<file path="src/rtl/alu_pkg.sv">
// Shared ALU definitions: R-type funct codes, instruction field positions and
// the issue-side state encoding.
package alu_pkg;

  localparam logic [5:0] OPCODE_RTYPE = 6'b000000;

  localparam logic [5:0] FUNCT_SLL = 6'b000000;
  localparam logic [5:0] FUNCT_SRL = 6'b000010;
  localparam logic [5:0] FUNCT_SRA = 6'b000011;
  localparam logic [5:0] FUNCT_JR  = 6'b001000;
  localparam logic [5:0] FUNCT_ADD = 6'b100000;
  localparam logic [5:0] FUNCT_SUB = 6'b100010;
  localparam logic [5:0] FUNCT_AND = 6'b100100;
  localparam logic [5:0] FUNCT_OR  = 6'b100101;
  localparam logic [5:0] FUNCT_XOR = 6'b100110;
  localparam logic [5:0] FUNCT_SLT = 6'b101010;

  localparam int OPCODE_MSB = 31;
  localparam int OPCODE_LSB = 26;
  localparam int RS_MSB     = 25;
  localparam int RS_LSB     = 21;
  localparam int RT_MSB     = 20;
  localparam int RT_LSB     = 16;
  localparam int RD_MSB     = 15;
  localparam int RD_LSB     = 11;
  localparam int SA_MSB     = 10;
  localparam int SA_LSB     = 6;
  localparam int FUNCT_MSB  = 5;
  localparam int FUNCT_LSB  = 0;

  typedef enum logic [2:0] {
    ST_IDLE,
    ST_ISSUE,
    ST_WAIT,
    ST_WB,
    ST_JR,
    ST_ERR
  } state_t;

  function automatic logic funct_supported(input logic [5:0] f);
    case (f)
      FUNCT_SLL, FUNCT_SRL, FUNCT_SRA, FUNCT_JR, FUNCT_ADD,
      FUNCT_SUB, FUNCT_AND, FUNCT_OR, FUNCT_XOR, FUNCT_SLT: return 1'b1;
      default: return 1'b0;
    endcase
  endfunction

endpackage

</file>
<file path="src/rtl/alu_issue_r_decode.sv">
// Combinational R-type decoder: field slices plus legality and JR detection.
module r_decode
  import alu_pkg::*;
(
  input  logic [31:0] instr,
  output logic        opcode_ok,
  output logic        funct_ok,
  output logic        is_jr,
  output logic [5:0]  funct,
  output logic [4:0]  rs,
  output logic [4:0]  rt,
  output logic [4:0]  rd,
  output logic [4:0]  sa
);

  logic [5:0] opcode;

  assign opcode    = instr[OPCODE_MSB:OPCODE_LSB];
  assign funct     = instr[FUNCT_MSB:FUNCT_LSB];
  assign rs        = instr[RS_MSB:RS_LSB];
  assign rt        = instr[RT_MSB:RT_LSB];
  assign rd        = instr[RD_MSB:RD_LSB];
  assign sa        = instr[SA_MSB:SA_LSB];

  assign opcode_ok = (opcode == OPCODE_RTYPE);
  assign funct_ok  = funct_supported(funct);
  assign is_jr     = (funct == FUNCT_JR);

endmodule

</file>
<file path="src/rtl/alu_issue.sv">
// ALU handshake initiator: latches an R-type word, issues it to the ALU, waits
// (bounded) for completion and emits writeback, JR redirect or error pulses.
module alu_issue
  import alu_pkg::*;
#(
  parameter int TIMEOUT_CYCLES = 16
) (
  input  logic        CLK,
  input  logic        RSTN,
  input  logic [31:0] instr,
  input  logic        instr_valid,
  output logic        instr_ready,
  output logic [5:0]  funct,
  output logic        alu_enable,
  output logic [4:0]  rs,
  output logic [4:0]  rt,
  output logic [4:0]  sa,
  input  logic [4:0]  alu_rd,
  input  logic        alu_valid,
  output logic        wb_en,
  output logic [4:0]  wb_addr,
  output logic        rd_mismatch,
  output logic        jr_req,
  output logic [4:0]  jr_reg,
  output logic        illegal,
  output logic        timeout,
  output logic        busy
);

  localparam int              CW       = $clog2(TIMEOUT_CYCLES + 1);
  localparam logic [CW-1:0]   CNT_LAST = CW'(TIMEOUT_CYCLES - 1);

  state_t        state, state_nx;
  logic [CW-1:0] cnt, cnt_nx;
  logic          accept;
  logic          alu_enable_nx, wb_en_nx, rd_mismatch_nx, jr_req_nx;
  logic          illegal_nx, timeout_nx;

  logic          dec_opcode_ok, dec_funct_ok, dec_is_jr;
  logic [5:0]    dec_funct;
  logic [4:0]    dec_rs, dec_rt, dec_rd, dec_sa;

  r_decode u_decode (
    .instr     (instr),
    .opcode_ok (dec_opcode_ok),
    .funct_ok  (dec_funct_ok),
    .is_jr     (dec_is_jr),
    .funct     (dec_funct),
    .rs        (dec_rs),
    .rt        (dec_rt),
    .rd        (dec_rd),
    .sa        (dec_sa)
  );

  assign instr_ready = (state == ST_IDLE);
  assign busy        = (state != ST_IDLE);
  assign accept      = instr_valid & instr_ready;

  always_comb begin
    state_nx = state;
    cnt_nx   = cnt;
    case (state)
      ST_IDLE: begin
        if (accept) begin
          if (!dec_opcode_ok || !dec_funct_ok) state_nx = ST_ERR;
          else if (dec_is_jr)                  state_nx = ST_JR;
          else                                 state_nx = ST_ISSUE;
        end
      end
      ST_ISSUE: begin
        cnt_nx   = '0;
        state_nx = ST_WAIT;
      end
      ST_WAIT: begin
        // A completion in the final allowed cycle still counts.
        if (alu_valid)             state_nx = ST_WB;
        else if (cnt == CNT_LAST)  state_nx = ST_ERR;
        else                       cnt_nx   = cnt + CW'(1);
      end
      ST_WB, ST_JR, ST_ERR: state_nx = ST_IDLE;
      default:              state_nx = ST_IDLE;
    endcase

    // Pulse outputs are registered, so they are derived from the transition.
    alu_enable_nx  = (state_nx == ST_ISSUE);
    wb_en_nx       = (state == ST_WAIT) && alu_valid && (wb_addr != 5'd0);
    rd_mismatch_nx = (state == ST_WAIT) && alu_valid && (alu_rd != wb_addr);
    jr_req_nx      = (state_nx == ST_JR);
    illegal_nx     = (state == ST_IDLE) && (state_nx == ST_ERR);
    timeout_nx     = (state == ST_WAIT) && (state_nx == ST_ERR);
  end

  always_ff @(posedge CLK or negedge RSTN) begin
    if (!RSTN) begin
      state <= ST_IDLE;
      cnt   <= '0;
    end else begin
      state <= state_nx;
      cnt   <= cnt_nx;
    end
  end

  always_ff @(posedge CLK or negedge RSTN) begin
    if (!RSTN) begin
      funct       <= '0;
      rs          <= '0;
      rt          <= '0;
      sa          <= '0;
      wb_addr     <= '0;
      jr_reg      <= '0;
      alu_enable  <= 1'b0;
      wb_en       <= 1'b0;
      rd_mismatch <= 1'b0;
      jr_req      <= 1'b0;
      illegal     <= 1'b0;
      timeout     <= 1'b0;
    end else begin
      if (accept) begin
        funct   <= dec_funct;
        rs      <= dec_rs;
        rt      <= dec_rt;
        sa      <= dec_sa;
        wb_addr <= dec_rd;
        jr_reg  <= dec_rs;
      end
      alu_enable  <= alu_enable_nx;
      wb_en       <= wb_en_nx;
      rd_mismatch <= rd_mismatch_nx;
      jr_req      <= jr_req_nx;
      illegal     <= illegal_nx;
      timeout     <= timeout_nx;
    end
  end

endmodule

</file>
<file path="config.mk">
export PLATFORM = sky130hd
export DESIGN_NAME = alu_issue
export DESIGN_NICKNAME = d
export VERILOG_FILES = /design/src/rtl/alu_pkg.sv /design/src/rtl/alu_issue_r_decode.sv /design/src/rtl/alu_issue.sv
export SDC_FILE = /design/constraint.sdc
export NUM_CORES = 1
export LEC_CHECK = 0
export ABC_AREA = 1
export CAP_MARGIN = 25
export CORE_MARGIN = 4
export CORE_UTILIZATION = 35
export CTS_BUF_LIST = sky130_fd_sc_hd__clkbuf_2 sky130_fd_sc_hd__clkbuf_4 sky130_fd_sc_hd__clkbuf_8
export DETAILED_ROUTE_END_ITERATION = 12
export GPL_ROUTABILITY_DRIVEN = 0
export PLACE_DENSITY = 0.71
export SLEW_MARGIN = 30
export SYNTH_ARGS = -nofsm -noshare
export SYNTH_HDL_FRONTEND = slang
export SYNTH_SLANG_ARGS = --single-unit
</file>
<file path="constraint.sdc">
create_clock -name CLK -period 1.7 [get_ports CLK]
set_input_delay 0.255 -clock CLK [delete_from_list [all_inputs] [get_ports CLK]]
set_output_delay 0.255 -clock CLK [all_outputs]
set_load 0.02 [all_outputs]
</file>
==> results.yml, run 1 <==
yosys:
  avgSynthCellArea_sq_um: 8.37
  yosys.cell_count.top_type: "nand2_1"
  synth_area_sq_mm: 0.00184
  ys_seq_area_frac: 0.543
  synthSimpleGateAreaFrac: 0.289
  synth_area_leaders: "dfrtp_1 (54%), nand2_1 (18%), nor2_1 (3.7%), inv_1 (3.5%), buf_4 (2.9%)"
  ys_ff_latch: 40
  synth_edf_count: 0
  synthTopCellsByCount: "nand2_1 (90), dfrtp_1 (40), nor2_1 (18)"
  synthArstFlopShare: 1.00
  yosysWarnings: 0
  synth_top_family_by_area: "simple AND/OR/NAND/NOR gates"
  synth_xor_xnor_area_share: 0.0238
  synth-adder-area-share: 0.0136
  syn_nets: 263
  muxShareOfSynthArea: 0
  netlist_instances: 220
  ys_types: 26
  synth_compound_area_frac: 0.0516
  synth_top_area_frac: 0.543
  ys.flop_type: "dfrtp_1"
  yosys.area.top_type: "dfrtp_1"
placed_design:
  io_buffers: 79
  hpwl_um: 3480
  placed_cells: 364
floorplanning:
  die-area_sq_mm: 0.00649
  die_width_um: 80.5
  die_h_um: 80.5
  io_pins: 80
  initial_core_util: 0.361
  core_area_sq_mm: 0.00511
  placementRows: 26
worst_setup_path:
  crit_family: "compound AO/OA/AOI/OAI gates"
  crit_path_top_delay_cell: "dfrtp_1"
  arrival_ns: 1.76
  max_stage_delay_ns: 0.41
  path_buf_inv: 0
  r2r-start: "cnt[0]"
  worstSetupEndpointType: "register"
  cp_cell_sequence: "ha_2, nand2_1, nor2_1, ha_2, o21ai_4, nand2_4, o21ai_0, a21oi_1"
  required_ns: 1.86
  r2r_end: "cnt[2]"
  regToRegSetupSlack_ns: 0.09
  rr_worst_depth: 8
  startpoint_type: "register"
  critical_path.startpoint: "cnt[0]"
  cp_max_fo: 8
  cp_common_cell: "ha_2"
  worst-setup-path-type: "register to register"
timing:
  period_needed_ns: 1.61
  slew-limit-headroom: 0.777
  setup_tns_ns: 0
  skew_ns: 0.00754
  slew_viol_final: 0
  worst_pin_slew_ns: 0.333
  fin_crit_sh: 0.945
  setup_violations: 0
  max_freq_ghz: 0.623
  finalHoldViolCount: 0
power_and_ir_drop:
  power_per_cell_area_mw_per_mm2: 1690
  p_total_w: 0.00482
  vdd_drop_max_mv: 0.619
  p_leak_nw: 1.37
clock_network:
  clock_path_buffers: 2
  cts_root_buffer: "clkbuf_8"
  clk_latency_ns: 0.28
  cts_buffers: 5
  cts.sinks: 40
  htree_num_levels: 2
  path_clk_slew_ns: 0.08
  cts_tree: "yes"
drt:
  drt_iter0_drc: 25
  vias: 1663
  routed_wl_um: 4540
  ant_nets: 0
  via_per_inst: 4.42
  drc: 0
  drt_first_pass_iters: 4
  routedWlPerCell_um: 12.1
layout:
  drive_gt1_frac: 0.114
  diodes: 0
  area_delta_synth_final_pct: 55.2
  fill_cells: 507
  fin_util: 0.560
  nNetsFinal: 348
  fin_cells: 376
  largest_reg_flops: 6
  top_register: "funct"
global_routing:
  grt_pass1_wl_um: 7430
  grt.total_usage: 0.146
  grt_pass1_vias: 1619
  grt_max_degree: 31
  antenna_found_initial: 0
  globalRouteOverflowTotal: 0
worst_hold_path:
  hp-class: "input port to async pin"
run_status:
  status: "completed"
job:
  max_cap_viol_count: 0
-- routing by layer --
layer	part of all wire	up-vias	GRT usage
met3	0.069	4	0.0426
met4	0.011	0	0.0321
met1	0.44	751	0.183
met5	0	-	0
li1	-	841	-
met2	0.48	67	0.249
-- worst max path at each step --
stage	end	slack, ns	depth (start not counted)
3_5_place_dp	cnt[3]	0.02	9
6_report	cnt[2]	0.09	8
4_1_cts	illegal	0.01	10
2_1_floorplan	cnt[3]	0.11	9
3_3_place_gp	cnt[3]	0.1	9
5_1_grt	illegal	-0.02	10
-- through the flow --
stage	instance area, sq um	setup slack, ns	hold slack, ns
floorplan	1840	0.113	-0.0406
global placement	2690	0.0956	0.139
detailed placement	2690	0.0229	0.138
CTS	2820	0.0127	0.363
global route	2860	-0.0163	0.385
finish	2860	0.0940	0.358
-- power breakdown --
part / total, W / leakage [nW] / internal [W] / switching, W
combinational: 0.00240 / 0.792 / 0.00108 / 0.00132
clock: 0.000830 / 0.0645 / 0.000518 / 0.000312
sequential: 0.00158 / 0.512 / 0.00133 / 0.000255
-- layout make-up --
type | instances | area [sq um] | area share
well taps | 70 | 87.6 | 0.0306
clock buffers | 7 | 96.3 | 0.0337
inverters | 20 | 76.3 | 0.0267
repair buffers | 88 | 855 | 0.299
multi-input cells | 150 | 713 | 0.249
clock inverters | 1 | 30.0 | 0.0105
flip-flops and latches | 40 | 1000 | 0.350
-- cells in the final DEF, fill, tap and decap left out --
| master | netlist | routed |
|---|---|---|
| clkbuf_8 | 0 | 7 |
| o41ai_1 | 1 | 1 |
| buf_2 | 3 | 1 |
| buf_4 | 7 | 8 |
| clkinv_2 | 1 | 1 |
| xnor2_1 | 3 | 3 |
| nand4_1 | 2 | 2 |
| inv_2 | 2 | 3 |
| nor2_1 | 18 | 16 |
| clkdlybuf4s50_1 | 0 | 76 |
| a21boi_0 | 1 | 1 |
| dfrtp_1 | 40 | 40 |
| and3_1 | 1 | 1 |
| nand2_1 | 90 | 90 |
| o21ai_4 | 1 | 1 |
| bufinv_16 | 0 | 1 |
| xor2_1 | 2 | 2 |
| dlygate4sd3_1 | 0 | 1 |
| a21oi_1 | 2 | 2 |
| nor3_4 | 0 | 1 |
| nand3_1 | 6 | 6 |
| nand2_4 | 1 | 1 |
| clkdlybuf4s15_1 | 0 | 1 |
| ha_2 | 0 | 2 |
| o31ai_1 | 1 | 1 |
| dlygate4sd2_1 | 0 | 1 |
| nand2_2 | 6 | 6 |
| o21ai_0 | 9 | 9 |
| inv_1 | 17 | 16 |
| nor4_1 | 1 | 1 |
| nand3b_1 | 1 | 1 |
| nor2_2 | 1 | 3 |
-- kinds of logic after synthesis --
family | Yosys count
xor+xnor | 5
buf+inv | 30
simple gates | 128
compound gates | 15
fa+ha+maj | 2
flops | 40
-- repair_timing --
action | 4_1_cts | 5_1_grt
gates cloned | 0 | 0
hold buffers | 1 | 0
setup endpoints to repair | 2 | 7
hold endpoints to repair | 9 | 0
pin swaps | 0 | 7
setup buffers | 0 | 3
resized for setup | 2 | 7
Power figures use the tool's default switching activity.
==> run 2: changes to the inputs <==
--- a/config.mk
+++ b/config.mk
@@ -12,8 +12,9 @@
 export CTS_BUF_LIST = sky130_fd_sc_hd__clkbuf_2 sky130_fd_sc_hd__clkbuf_4 sky130_fd_sc_hd__clkbuf_8
 export DETAILED_ROUTE_END_ITERATION = 12
 export GPL_ROUTABILITY_DRIVEN = 0
-export PLACE_DENSITY = 0.71
+export PLACE_DENSITY = 0.68
 export SLEW_MARGIN = 30
 export SYNTH_ARGS = -nofsm -noshare
 export SYNTH_HDL_FRONTEND = slang
 export SYNTH_SLANG_ARGS = --single-unit
+export TNS_END_PERCENT = 5
==> constraint.sdc (replaced) <==
create_clock -name CLK -period 1.65 [get_ports CLK]
set_input_delay 0.2475 -clock CLK [delete_from_list [all_inputs] [get_ports CLK]]
set_output_delay 0.2475 -clock CLK [all_outputs]
set_load 0.02 [all_outputs]
==> run 2 against run 1 <==
Against the previous run:
- wire length shrank 1.8%
- via count shrank 0.60%
- design area is essentially flat
- count of clock-buffer cells in the layout shrank 2
- clock power grew 11%
- clock skew grew 0.0014 ns
- global-route usage grew 0.31 points
- first-iteration DRC count grew 48%
- largest cell class unchanged
- largest power group unchanged
==> results.yml, run 2 (synthesis gave the netlist of run 1 again) <==
run_status:
  status: "completed"
timing:
  skew_ns: 0.00891
  setup_violations: 0
  worst_pin_slew_ns: 0.371
  setup_tns_ns: 0
  max_freq_ghz: 0.631
  finalHoldViolCount: 0
  slew-limit-headroom: 0.753
  slew_viol_final: 0
  rsz0062_at_grt: "false"
  period_needed_ns: 1.59
  fin_crit_sh: 0.961
  setup_slack_ns: 0.0647
job:
  max_cap_viol_count: 0
layout:
  largest_reg_flops: 6
  mostFrequentLayoutCell: "nand2_1"
  diodes: 0
  drive_gt1_frac: 0.108
  final_cell_mix: "nand2_1 (90), clkdlybuf4s50_1 (76), dfrtp_1 (40)"
  fin_util: 0.560
  top_register: "funct"
  nNetsFinal: 349
  area_delta_synth_final_pct: 55.2
worst_setup_path:
  worstSetupEndpointType: "output pin"
  path_buf_inv: 1
  r2r-start: "cnt[1]"
  crit_path_top_delay_cell: "clkdlybuf4s50_1"
  rr_worst_depth: 9
  crit_family: "buffers and inverters"
  arrival_ns: 1.34
  regToRegSetupSlack_ns: 0.09
  r2r_end: "cnt[3]"
  cp_cell_sequence: "clkdlybuf4s50_1"
  startpoint_type: "register"
  cp_max_fo: 4
  worst-setup-path-type: "register to output pin"
  max_stage_delay_ns: 0.63
  required_ns: 1.40
drt:
  vias: 1653
  routed_wl_um: 4460
  drt_iter0_drc: 37
  routedWlPerCell_um: 11.8
  via_per_inst: 4.40
  drt_first_pass_iters: 4
  drc: 0
  ant_nets: 0
clock_network:
  cts_root_buffer: "clkbuf_8"
  clock_path_buffers: 2
  cts.sinks: 40
  cts_buffers: 5
  cts_tree: "yes"
  clk_latency_ns: 0.29
  path_clk_slew_ns: 0.08
  htree_num_levels: 2
power_and_ir_drop:
  power_per_cell_area_mw_per_mm2: 1770
  p_leak_nw: 1.37
  p_total_w: 0.00505
  vdd_drop_max_mv: 0.809
floorplanning:
  core_area_sq_mm: 0.00511
  die_width_um: 80.5
  io_pins: 80
  die_h_um: 80.5
  placementRows: 26
  die-area_sq_mm: 0.00649
  initial_core_util: 0.361
global_routing:
  antenna_found_initial: 0
  globalRouteOverflowTotal: 0
  grt_max_degree: 19
  grt_pass1_wl_um: 7490
  grt.total_usage: 0.150
  grt_pass1_vias: 1668
worst_hold_path:
  hp-class: "input port to async pin"
placed_design:
  hpwl_um: 3590
  dp_slack_ns: 0.0113
  io_buffers: 79
-- run 2: cell types whose count changed in the layout (fill, tap and decap cells not counted), sizes merged --
cell	delta
buf	+1
bufinv	+1
clkbuf	-1
clkdlybuf4s15	-1
-- run 2: how the worst max path moves through the flow --
stage / start / to / slack (ns) / cells past startpoint
after floorplan: cnt[0] / cnt[3] / 0.06 / 9
after global placement: instr[5] / illegal / 0.05 / 10
after detailed placement: cnt[0] / cnt[3] / 0.01 / 9
after CTS: cnt[0] / cnt[3] / 0.02 / 9
after global routing: wb_addr[2] / wb_addr[2] / 0.006 / 1
final: wb_addr[0] / wb_addr[0] / 0.06 / 1
-- run 2: repair_timing --
action / 4_1_cts / 5_1_grt
endpoints found under the setup margin: 2 / 5
pin swaps: 0 / 4
hold endpoints to repair: 15 / 0
hold buffers: 1 / 0
resized for setup: 2 / 5
setup buffers: 0 / 1
-- run 2: area by class of cell --
cell class / count / area (sq um)
Clock buffer: 5 / 68.8
Clock inverter: 2 / 60.1
Fill cell: 472 / 2250
Inverter: 20 / 76.3
Multi-Input combinational cell: 150 / 707
Sequential cell: 40 / 1000
Tap cell: 70 / 87.6
Timing Repair Buffer: 89 / 857
-- run 2: metal layers --
metal  wire length [um]  vias to the layer above  GRT usage
met5                  0                        -          0
met2               2090                       57      0.252
met1               1990                      746      0.180
met4                102                        0     0.0726
met3                274                        9     0.0325
li1                   -                      841          -
-- run 2: per-stage QoR --
stage / instance area (sq um) / hold WS (ns) / std cells
after floorplan: 1840 / -0.0481 / 220
after global placement: 2710 / 0.188 / 367
after detailed placement: 2710 / 0.191 / 367
after CTS: 2840 / 0.404 / 375
after global routing: 2860 / 0.441 / 376
final: 2860 / 0.396 / 376
-- run 2: power breakdown --
part,internal [W],switching [W],total (W)
Clock,0.000595,0.000326,0.000922
Combinational,0.00113,0.00137,0.00250
Sequential,0.00137,0.000262,0.00163
Total,0.00309,0.00196,0.00505
